$ cat config.mk
export PLATFORM = sky130hd
export DESIGN_NAME = serial_shift_mc
export DESIGN_NICKNAME = d
export VERILOG_FILES = /design/src/rtl/serial_shift_mc.sv
export SDC_FILE = /design/constraint.sdc
export NUM_CORES = 1
export LEC_CHECK = 0
export ABC_AREA = 1
export BUFFER_PORTS_ARGS = -buffer_cell sky130_fd_sc_hd__buf_2
export CAP_MARGIN = 20
export CORE_ASPECT_RATIO = 2
export CORE_MARGIN = 5
export CORE_UTILIZATION = 40
export DETAILED_ROUTE_END_ITERATION = 8
export MAX_ROUTING_LAYER = met4
export PLACE_DENSITY = 0.56
export SYNTH_ARGS = -nofsm -noshare
export SYNTH_HDL_FRONTEND = slang
export SYNTH_SLANG_ARGS = --single-unit
$ cat constraint.sdc
create_clock -name CLK -period 6.1 [get_ports CLK]
set_clock_uncertainty 0.2 [all_clocks]
set_input_delay 0.305 -clock CLK [delete_from_list [all_inputs] [get_ports CLK]]
set_output_delay 0.305 -clock CLK [all_outputs]
set_load 0.01 [all_outputs]
$ cat src/rtl/serial_shift_mc.sv
// Multi-channel serial shift-out engine: one word per channel shifted in lockstep
// with a shared bit clock, frame strobe, optional inter-word gap and auto-repeat.
`timescale 1ns/1ps
module serial_shift_mc #(
   parameter int WIDTH      = 16,
   parameter int CHANNELS   = 2,
   parameter int DIV        = 4,
   parameter int GAP_CYCLES = 2
) (
   input  logic                      CLK,
   input  logic                      RST,
   input  logic [CHANNELS*WIDTH-1:0] DATA_IN,
   input  logic                      LOAD_VALID,
   output logic                      LOAD_READY,
   input  logic                      LSB_FIRST,
   input  logic                      REPEAT,
   input  logic                      STOP,
   output logic [CHANNELS-1:0]       SDO,
   output logic                      SCK,
   output logic                      FRAME,
   output logic                      BUSY,
   output logic                      DONE
);

   localparam int BW = $clog2(WIDTH);
   localparam int PW = $clog2(DIV);
   localparam int GW = (GAP_CYCLES > 2) ? $clog2(GAP_CYCLES) : 1;

   localparam logic [BW-1:0] BIT_LAST = BW'(WIDTH - 1);
   localparam logic [PW-1:0] PH_LAST  = PW'(DIV - 1);
   localparam logic [PW-1:0] PH_HALF  = PW'(DIV / 2);
   localparam logic [GW-1:0] GAP_LAST = (GAP_CYCLES > 0) ? GW'(GAP_CYCLES - 1) : '0;

   typedef enum logic [1:0] {
      IDLE  = 2'd0,
      SHIFT = 2'd1,
      GAP   = 2'd2
   } state_t;

   typedef logic [CHANNELS-1:0][WIDTH-1:0] words_t;

   state_t              state_r, state_s;
   logic [PW-1:0]       phase_r, phase_s;
   logic [BW-1:0]       bit_r, bit_s;
   logic [GW-1:0]       gap_r, gap_s;
   words_t              sh_r, sh_s;
   words_t              hold_r, hold_s;
   logic                lsb_r, lsb_s;
   logic                rep_r, rep_s;
   logic                pend_r, pend_s;
   logic                init_r;
   logic                ready_s, load_s;
   logic [CHANNELS-1:0] sdo_r, sdo_s;
   logic                sck_r, sck_s;
   logic                frame_r, frame_s;
   logic                busy_r, busy_s;
   logic                done_r, done_s;

   // In GAP a new load is only offered while the word is set to repeat.
   assign ready_s = init_r & ((state_r == IDLE) | ((state_r == GAP) & rep_r));
   assign load_s  = LOAD_VALID & ready_s;

   // Next-state, counters, shift data and next output values.
   always_comb begin
      state_s = state_r;
      phase_s = phase_r;
      bit_s   = bit_r;
      gap_s   = gap_r;
      sh_s    = sh_r;
      hold_s  = hold_r;
      lsb_s   = lsb_r;
      pend_s  = pend_r;
      done_s  = 1'b0;

      if (load_s) begin
         rep_s  = REPEAT;
         hold_s = DATA_IN;
         lsb_s  = LSB_FIRST;
      end else if (STOP) begin
         rep_s = 1'b0;
      end else begin
         rep_s = rep_r;
      end

      case (state_r)
         IDLE: begin
            if (load_s) begin
               state_s = SHIFT;
               phase_s = '0;
               bit_s   = '0;
               sh_s    = DATA_IN;
            end else begin
               state_s = IDLE;
            end
         end
         SHIFT: begin
            if (phase_r == PH_LAST) begin
               phase_s = '0;
               if (bit_r == BIT_LAST) begin
                  bit_s  = '0;
                  done_s = 1'b1;
                  if (GAP_CYCLES > 0) begin
                     state_s = GAP;
                     gap_s   = '0;
                  end else if (rep_s) begin
                     state_s = SHIFT;
                     sh_s    = hold_r;
                  end else begin
                     state_s = IDLE;
                  end
               end else begin
                  bit_s = bit_r + BW'(1);
                  for (int c = 0; c < CHANNELS; c++) begin
                     if (lsb_r) begin
                        sh_s[c] = {1'b0, sh_r[c][WIDTH-1:1]};
                     end else begin
                        sh_s[c] = {sh_r[c][WIDTH-2:0], 1'b0};
                     end
                  end
               end
            end else begin
               phase_s = phase_r + PW'(1);
            end
         end
         GAP: begin
            if (load_s) begin
               pend_s = 1'b1;
            end else begin
               pend_s = pend_r;
            end
            // The gap always runs its full length, even with a fresh load pending.
            if (gap_r == GAP_LAST) begin
               if (rep_s | pend_s) begin
                  state_s = SHIFT;
                  phase_s = '0;
                  bit_s   = '0;
                  sh_s    = hold_s;
                  pend_s  = 1'b0;
               end else begin
                  state_s = IDLE;
               end
            end else begin
               gap_s = gap_r + GW'(1);
            end
         end
         default: begin
            state_s = IDLE;
         end
      endcase

      frame_s = (state_s == SHIFT);
      busy_s  = (state_s != IDLE);
      sck_s   = frame_s & (phase_s >= PH_HALF);
      for (int c = 0; c < CHANNELS; c++) begin
         if (lsb_s) begin
            sdo_s[c] = frame_s & sh_s[c][0];
         end else begin
            sdo_s[c] = frame_s & sh_s[c][WIDTH-1];
         end
      end
   end

   // State, data and output registers.
   always_ff @(posedge CLK or posedge RST) begin
      if (RST) begin
         state_r <= IDLE;
         phase_r <= '0;
         bit_r   <= '0;
         gap_r   <= '0;
         sh_r    <= '0;
         hold_r  <= '0;
         lsb_r   <= 1'b0;
         rep_r   <= 1'b0;
         pend_r  <= 1'b0;
         init_r  <= 1'b0;
         sdo_r   <= '0;
         sck_r   <= 1'b0;
         frame_r <= 1'b0;
         busy_r  <= 1'b0;
         done_r  <= 1'b0;
      end else begin
         state_r <= state_s;
         phase_r <= phase_s;
         bit_r   <= bit_s;
         gap_r   <= gap_s;
         sh_r    <= sh_s;
         hold_r  <= hold_s;
         lsb_r   <= lsb_s;
         rep_r   <= rep_s;
         pend_r  <= pend_s;
         init_r  <= 1'b1;
         sdo_r   <= sdo_s;
         sck_r   <= sck_s;
         frame_r <= frame_s;
         busy_r  <= busy_s;
         done_r  <= done_s;
      end
   end

   assign LOAD_READY = ready_s;
   assign SDO        = sdo_r;
   assign SCK        = sck_r;
   assign FRAME      = frame_r;
   assign BUSY       = busy_r;
   assign DONE       = done_r;

endmodule

# Yosys cells after proc, flatten, opt, wreduce, memory -nomap -nowiden
# Cells that the tools add are included.
[word_totals] regBits=83 inputBits=38 out_inout_bits=7 elab_cells=93
[classes] addsub=3 magnitude_cmp=1 n_eq_ne=11 mux=42 bitwise=10 n_reduce_logical=7
[op_table] cell="two-way mux 32 bit" n=6
[op_table] cell="one-hot mux 32 bit (3 select lines)" n=1
[op_table] cell="two-way mux 16 bit" n=2
[op_table] cell="two-way mux 4 bit" n=5
[op_table] cell="two-way mux 1 bit" n=17
[op_table] cell="two-way mux 2 bit" n=7
[op_table] cell="one-hot mux 2 bit (3 select lines)" n=2
[op_table] cell="one-hot mux 4 bit (3 select lines)" n=1
[op_table] cell="!= test 2 bit (second input constant)" n=5
[op_table] cell="bitwise AND 1 bit" n=8
[op_table] cell="AND reduction 6 bit" n=1
[op_table] cell="AND reduction 5 bit" n=1
[op_table] cell="adder 4 x 1 -> 4 bit (second input constant)" n=1
[op_table] cell="equality test 2 x 1 -> 1 bit (second input constant)" n=2
[op_table] cell="equality test 2 bit (second input constant)" n=2
[op_table] cell="equality test 4 bit (second input constant)" n=1
[op_table] cell="nonzero test 2 bit" n=2
[op_table] cell="AND reduction 3 bit" n=1
[op_table] cell="nonzero test 3 bit" n=1
[op_table] cell="adder 2 x 1 -> 2 bit (second input constant)" n=1
[op_table] cell=">= comparator 2 bit (second input constant)" n=1
[op_table] cell="zero test 2 bit" n=1
[op_table] cell="!= test 2 x 1 -> 1 bit (second input constant)" n=1
[op_table] cell="bitwise OR 1 bit" n=2
[op_table] cell="other kinds (2)" n=2

# Longest topological paths before layout
[logic_depth] ltp_word=14 mapped_depth=13 depth_no_buf=13

# Least setup slack after synthesis
# No wires, ideal clock.
[synth_path] path_type="register to register" from="reg bit_r[0]" to="reg sh_r[11] in the netlist's numbering" setup_time_ns=0.069 arrival_ns=1.560 required_ns=5.831 setup_slack_ns=4.272 path_stages_with_launch=9 path_buffers=2 synth_period_minus_slack_ns=1.828 cell_sequence="dfrtp_1 > ha_1 > nand3_1 > nand2_1 > buf_2 > clkbuf_1 > a2111oi_0 > a21oi_1 > nand3_1"
[synth_via] elab_chain_cells=3
[synth_rtl] item="start: declaration" line="44" source="logic [BW-1:0] bit_r, bit_s;"
[synth_rtl] item="start signal: assignment" line="184" source="bit_r <= bit_s;"
[synth_rtl] item="equality test 4 bit" line="99" source="if (bit_r == BIT_LAST) begin"
[synth_rtl] item="!= test 2 bit (no line)"
[synth_rtl] item="AND reduction 6 bit (no line)"
[synth_rtl] item="end signal: assignment" line="186" source="sh_r <= sh_s;"
[synth_rtl] item="end: declaration" line="46" source="words_t sh_r, sh_s;"
# Every way passes these cells.
# A chain may end at the register's enable or synchronous reset.

# Worst setup path in the final report
[layout_path] from="reg state_r[0]" to="reg sh_r[6] in the netlist's numbering"
[layout_via] elab_chain_cells=10 elab_cells_between_ends=22 cone_classes="eq/ne (7); mux (7); bitwise (5); reduce/logical (3)"
[layout_rtl] item="start: declaration" line="42" source="state_t state_r, state_s;"
[layout_rtl] item="start signal: assignment" line="182" source="state_r <= state_s;"
[layout_rtl] item="equality test 2 bit" line="60, 85"
[layout_rtl] item="bitwise AND 1 bit" line="60" source="assign ready_s = init_r & ((state_r == IDLE) | ((state_r == GAP) & rep_r));"
[layout_rtl] item="bitwise OR 1 bit" line="60"
[layout_rtl] item="bitwise AND 1 bit" line="60"
[layout_rtl] item="bitwise AND 1 bit" line="61" source="assign load_s = LOAD_VALID & ready_s;"
[layout_rtl] item="two-way mux 1 bit" line="126" source="if (load_s) begin"
[layout_rtl] item="two-way mux 1 bit" line="85" source="case (state_r)"
[layout_rtl] item="bitwise OR 1 bit" line="133" source="if (rep_s | pend_s) begin"
[layout_rtl] item="!= test 2 x 1 -> 1 bit (no line)"
[layout_rtl] item="AND reduction 6 bit (no line)"
# Several ways; a longest one is shown, not always the timed one. The select of a mux whose other input is x is not followed.

==> results_dict.tcl <==
set metrics [dict create \
    synth_cells 546 \
    fp.coreArea_um2 10500 \
    synth_nets 586 \
    netlist-cell-type-count 35 \
    timing.rr.start "state_r[0]$_DFF_PP0_" \
    yosysTopAreaCell "dfrtp_1" \
    antenna_cells 0 \
    ys_warn_count 0 \
    route.detailed.drc 0 \
    ys_seq_area_share_pct 48.2 \
    fmax_mhz 315 \
    io_buffers 44 \
    grt_overflow 0 \
    die-area_um2 13100 \
    ir_worst_vdd_v 0.000161 \
    setup_viol_count_final 0 \
    yosys_register_bits 83 \
    finalHoldViolCount 0 \
    start_kind "flop" \
    syn_area_um2 4310 \
    leakage_uw 0.00259 \
    p_per_area_nw_per_um2 224 \
    clockBufferDepth 2 \
    reg2reg_depth 8 \
    setup-tns-final_ns 0 \
    antenna_left 0 \
    path_clk_slew_ns 0.07 \
    dp.final_hpwl_um 8820 \
    maxCapViolCount 0 \
    crit_fanout 42 \
    cts_max_level 3 \
    ioPinCount 45 \
    finalNetCount 624 \
    viasPerCell 5.25 \
    rows 53 \
    postLayoutCoreUtil_pct 47.1 \
    critPathKind "reg -> reg" \
    dp.cells 701 \
    dr.pass1.iters 4 \
    syn_area_per_cell_um2 7.90 \
    synth.area.top_cells "dfrtp_1, nand2_1, nand3_1" \
    grt_max_degree 84 \
    finalCritPeriodShare_pct 52.0 \
    cts_tree "yes" \
    r2r_slack_ns 2.93 \
    die_h_um 157 \
    min_period_ns 3.17 \
    stdcell_count 726 \
    die_w_um 83.4 \
    hold_path.class "in -> reg" \
    wire_per_inst_um 17.3 \
    vias 3810 \
    gp_congestion 0.887 \
    layout-drive-gt1-share_pct 14.1 \
    synth_top_area_share_pct 48.2 \
    antenna_found_initial 0 \
    slew_violations 0 \
    drtIter0Drc 238 \
    grt_pass1_vias 3961 \
    clock-root-buffer "clkbuf_16" \
    layout_commonest_cell "nand2_1" \
    drt-total-wl_um 12600 \
    rsz0062_at_grt "false" \
    area_growth_pct 15.1 \
    arrival_ns 3.18 \
    relSlewSlack_pct 29.4 \
    clkSinkCount 83 \
    worstSetupEndpointType "flop" \
    start_util_pct 40.9 \
    cts_buffers 9 \
    hold_start "DATA_IN[20]" \
    whs_path_depth 3 \
    grt_pass1_wl_um 20600 \
    worstPathRequired_ns 6.11 \
    min_to "hold_r[20]$_DFF_PP0_" \
    insertion_delay_ns 0.34 \
    r2r-end "sh_r[6]$_DFFE_PP0P_" \
    worstMarginPinSlew_ns 1.06 \
    final_cell_mix "nand2_1, dfrtp_1, inv_1" \
    outcome "complete, no violations" \
    cts_resized 0 \
    grt_usage_pct 20.7 \
]
-- synthesized netlist by cell type --
cell       number
a2111oi_0       8
a211oi_1        3
a21oi_1        28
a22oi_1         8
a32oi_1         5
and2_1          1
buf_2          12
buf_4           3
buf_6           3
clkbuf_1       11
conb_1          1
dfrtp_1        83
ha_1            2
inv_1          51
inv_2           4
nand2_1       183
nand2_2         3
nand3_1        39
nand3_2         1
nand3_4         2
nand4_1         4
nor2_1         33
nor2_4          3
nor2_8          1
nor3_1          2
nor3_4          1
nor4_1          2
o211ai_1        2
o21a_1          1
o21ai_0        25
o21ai_1         3
o311ai_0        7
o311ai_1        6
or2_2           3
xor2_1          2
-- timing repair --
action,in CTS,in global routing
hold buffers,7,1
setup buffers,0,0
hold endpoints to repair,7,11
-- power breakdown --
part           leakage, uW  switching, uW  total (uW)  internal (uW)
clock network     0.000133            242         524            282
logic              0.00137           21.3        35.7           14.4
registers          0.00109          0.110         551            550
-- worst max-delay path, cell delays in order, from the launching register on --
cell and delay, ns:
dfrtp_1 0.56, nor2_8 0.21, nand3_4 0.41, inv_2 0.38, buf_4 0.38, nand2_1 0.15, inv_1 0.41, a22oi_1 0.17
o311ai_0 0.15
-- state kept, by name (all words and copies together) (netlist names), named ones only --
signal	count
sh_r	32
hold_r	32
pend_r	1
DONE	1
SCK	1
rep_r	1
state_r	2
FRAME	1
gap_r	1
lsb_r	1
bit_r	4
phase_r	1
SDO	2
BUSY	1
init_r	1
-- logic make-up (layout without fill, tap and decap cells) --
family | Yosys count | count (layout) | share of synthesized area (%)
other | 1 | 1 | 0.0869
xor gates and xnor gates | 2 | 2 | 0.406
and+or+nand+nor | 278 | 278 | 28.1
buffers and inverters | 84 | 127 | 8.44
DFF | 83 | 83 | 48.2
adders and majority gates | 2 | 2 | 0.580
AOI/OAI and AO/OA | 96 | 96 | 14.2
-- routing by layer --
metal / vias up / GRT usage (%) / part of all wire, % / wire length, um
li1: 1877 / - / - / -
met1: 1803 / 21.1 / 36 / 4530
met2: 95 / 37.1 / 55 / 6970
met3: 35 / 3.06 / 3.8 / 480
met4: 0 / 12.3 / 4.8 / 600
met5: - / - / 0 / 0
-- final cells by class --
cell class | instances | area [um^2]
well taps | 137 | 171
clock buffers | 9 | 225
flip-flops and latches | 83 | 2080
clock inverters | 7 | 58.8
multi-input cells | 379 | 1870
repair buffers | 56 | 350
inverters | 55 | 208
fillers | 1051 | 5580
-- stage by stage --
step / hold slack [ns] / setup WS, ns / instance area (um^2) / total power [uW]
floorplan: 0.226 / 3.46 / 4310 / 570
global placement: 0.262 / 3.03 / 4570 / 592
detailed placement: 0.264 / 2.90 / 4570 / 592
CTS: 0.0107 / 2.89 / 4920 / 1120
global route: 0.0255 / 2.66 / 4960 / 1150
finish: 0.0115 / 2.93 / 4960 / 1110
-- how the worst max path moves through the flow --
| stage | slack, ns | from | endpoint |
|---|---|---|---|
| global route | 2.66 | state_r[0]$_DFF_PP0_ | sh_r[4]$_DFFE_PP0P_ |
| floorplan | 3.46 | RST | BUSY$_DFF_PP0_ |
| global placement | 3.03 | state_r[0]$_DFF_PP0_ | sh_r[30]$_DFFE_PP0P_ |
| CTS | 2.89 | state_r[0]$_DFF_PP0_ | sh_r[20]$_DFFE_PP0P_ |
| detailed placement | 2.90 | state_r[0]$_DFF_PP0_ | sh_r[20]$_DFFE_PP0P_ |
| finish | 2.93 | state_r[0]$_DFF_PP0_ | sh_r[6]$_DFFE_PP0P_ |
(Power assumes the default switching activity.)
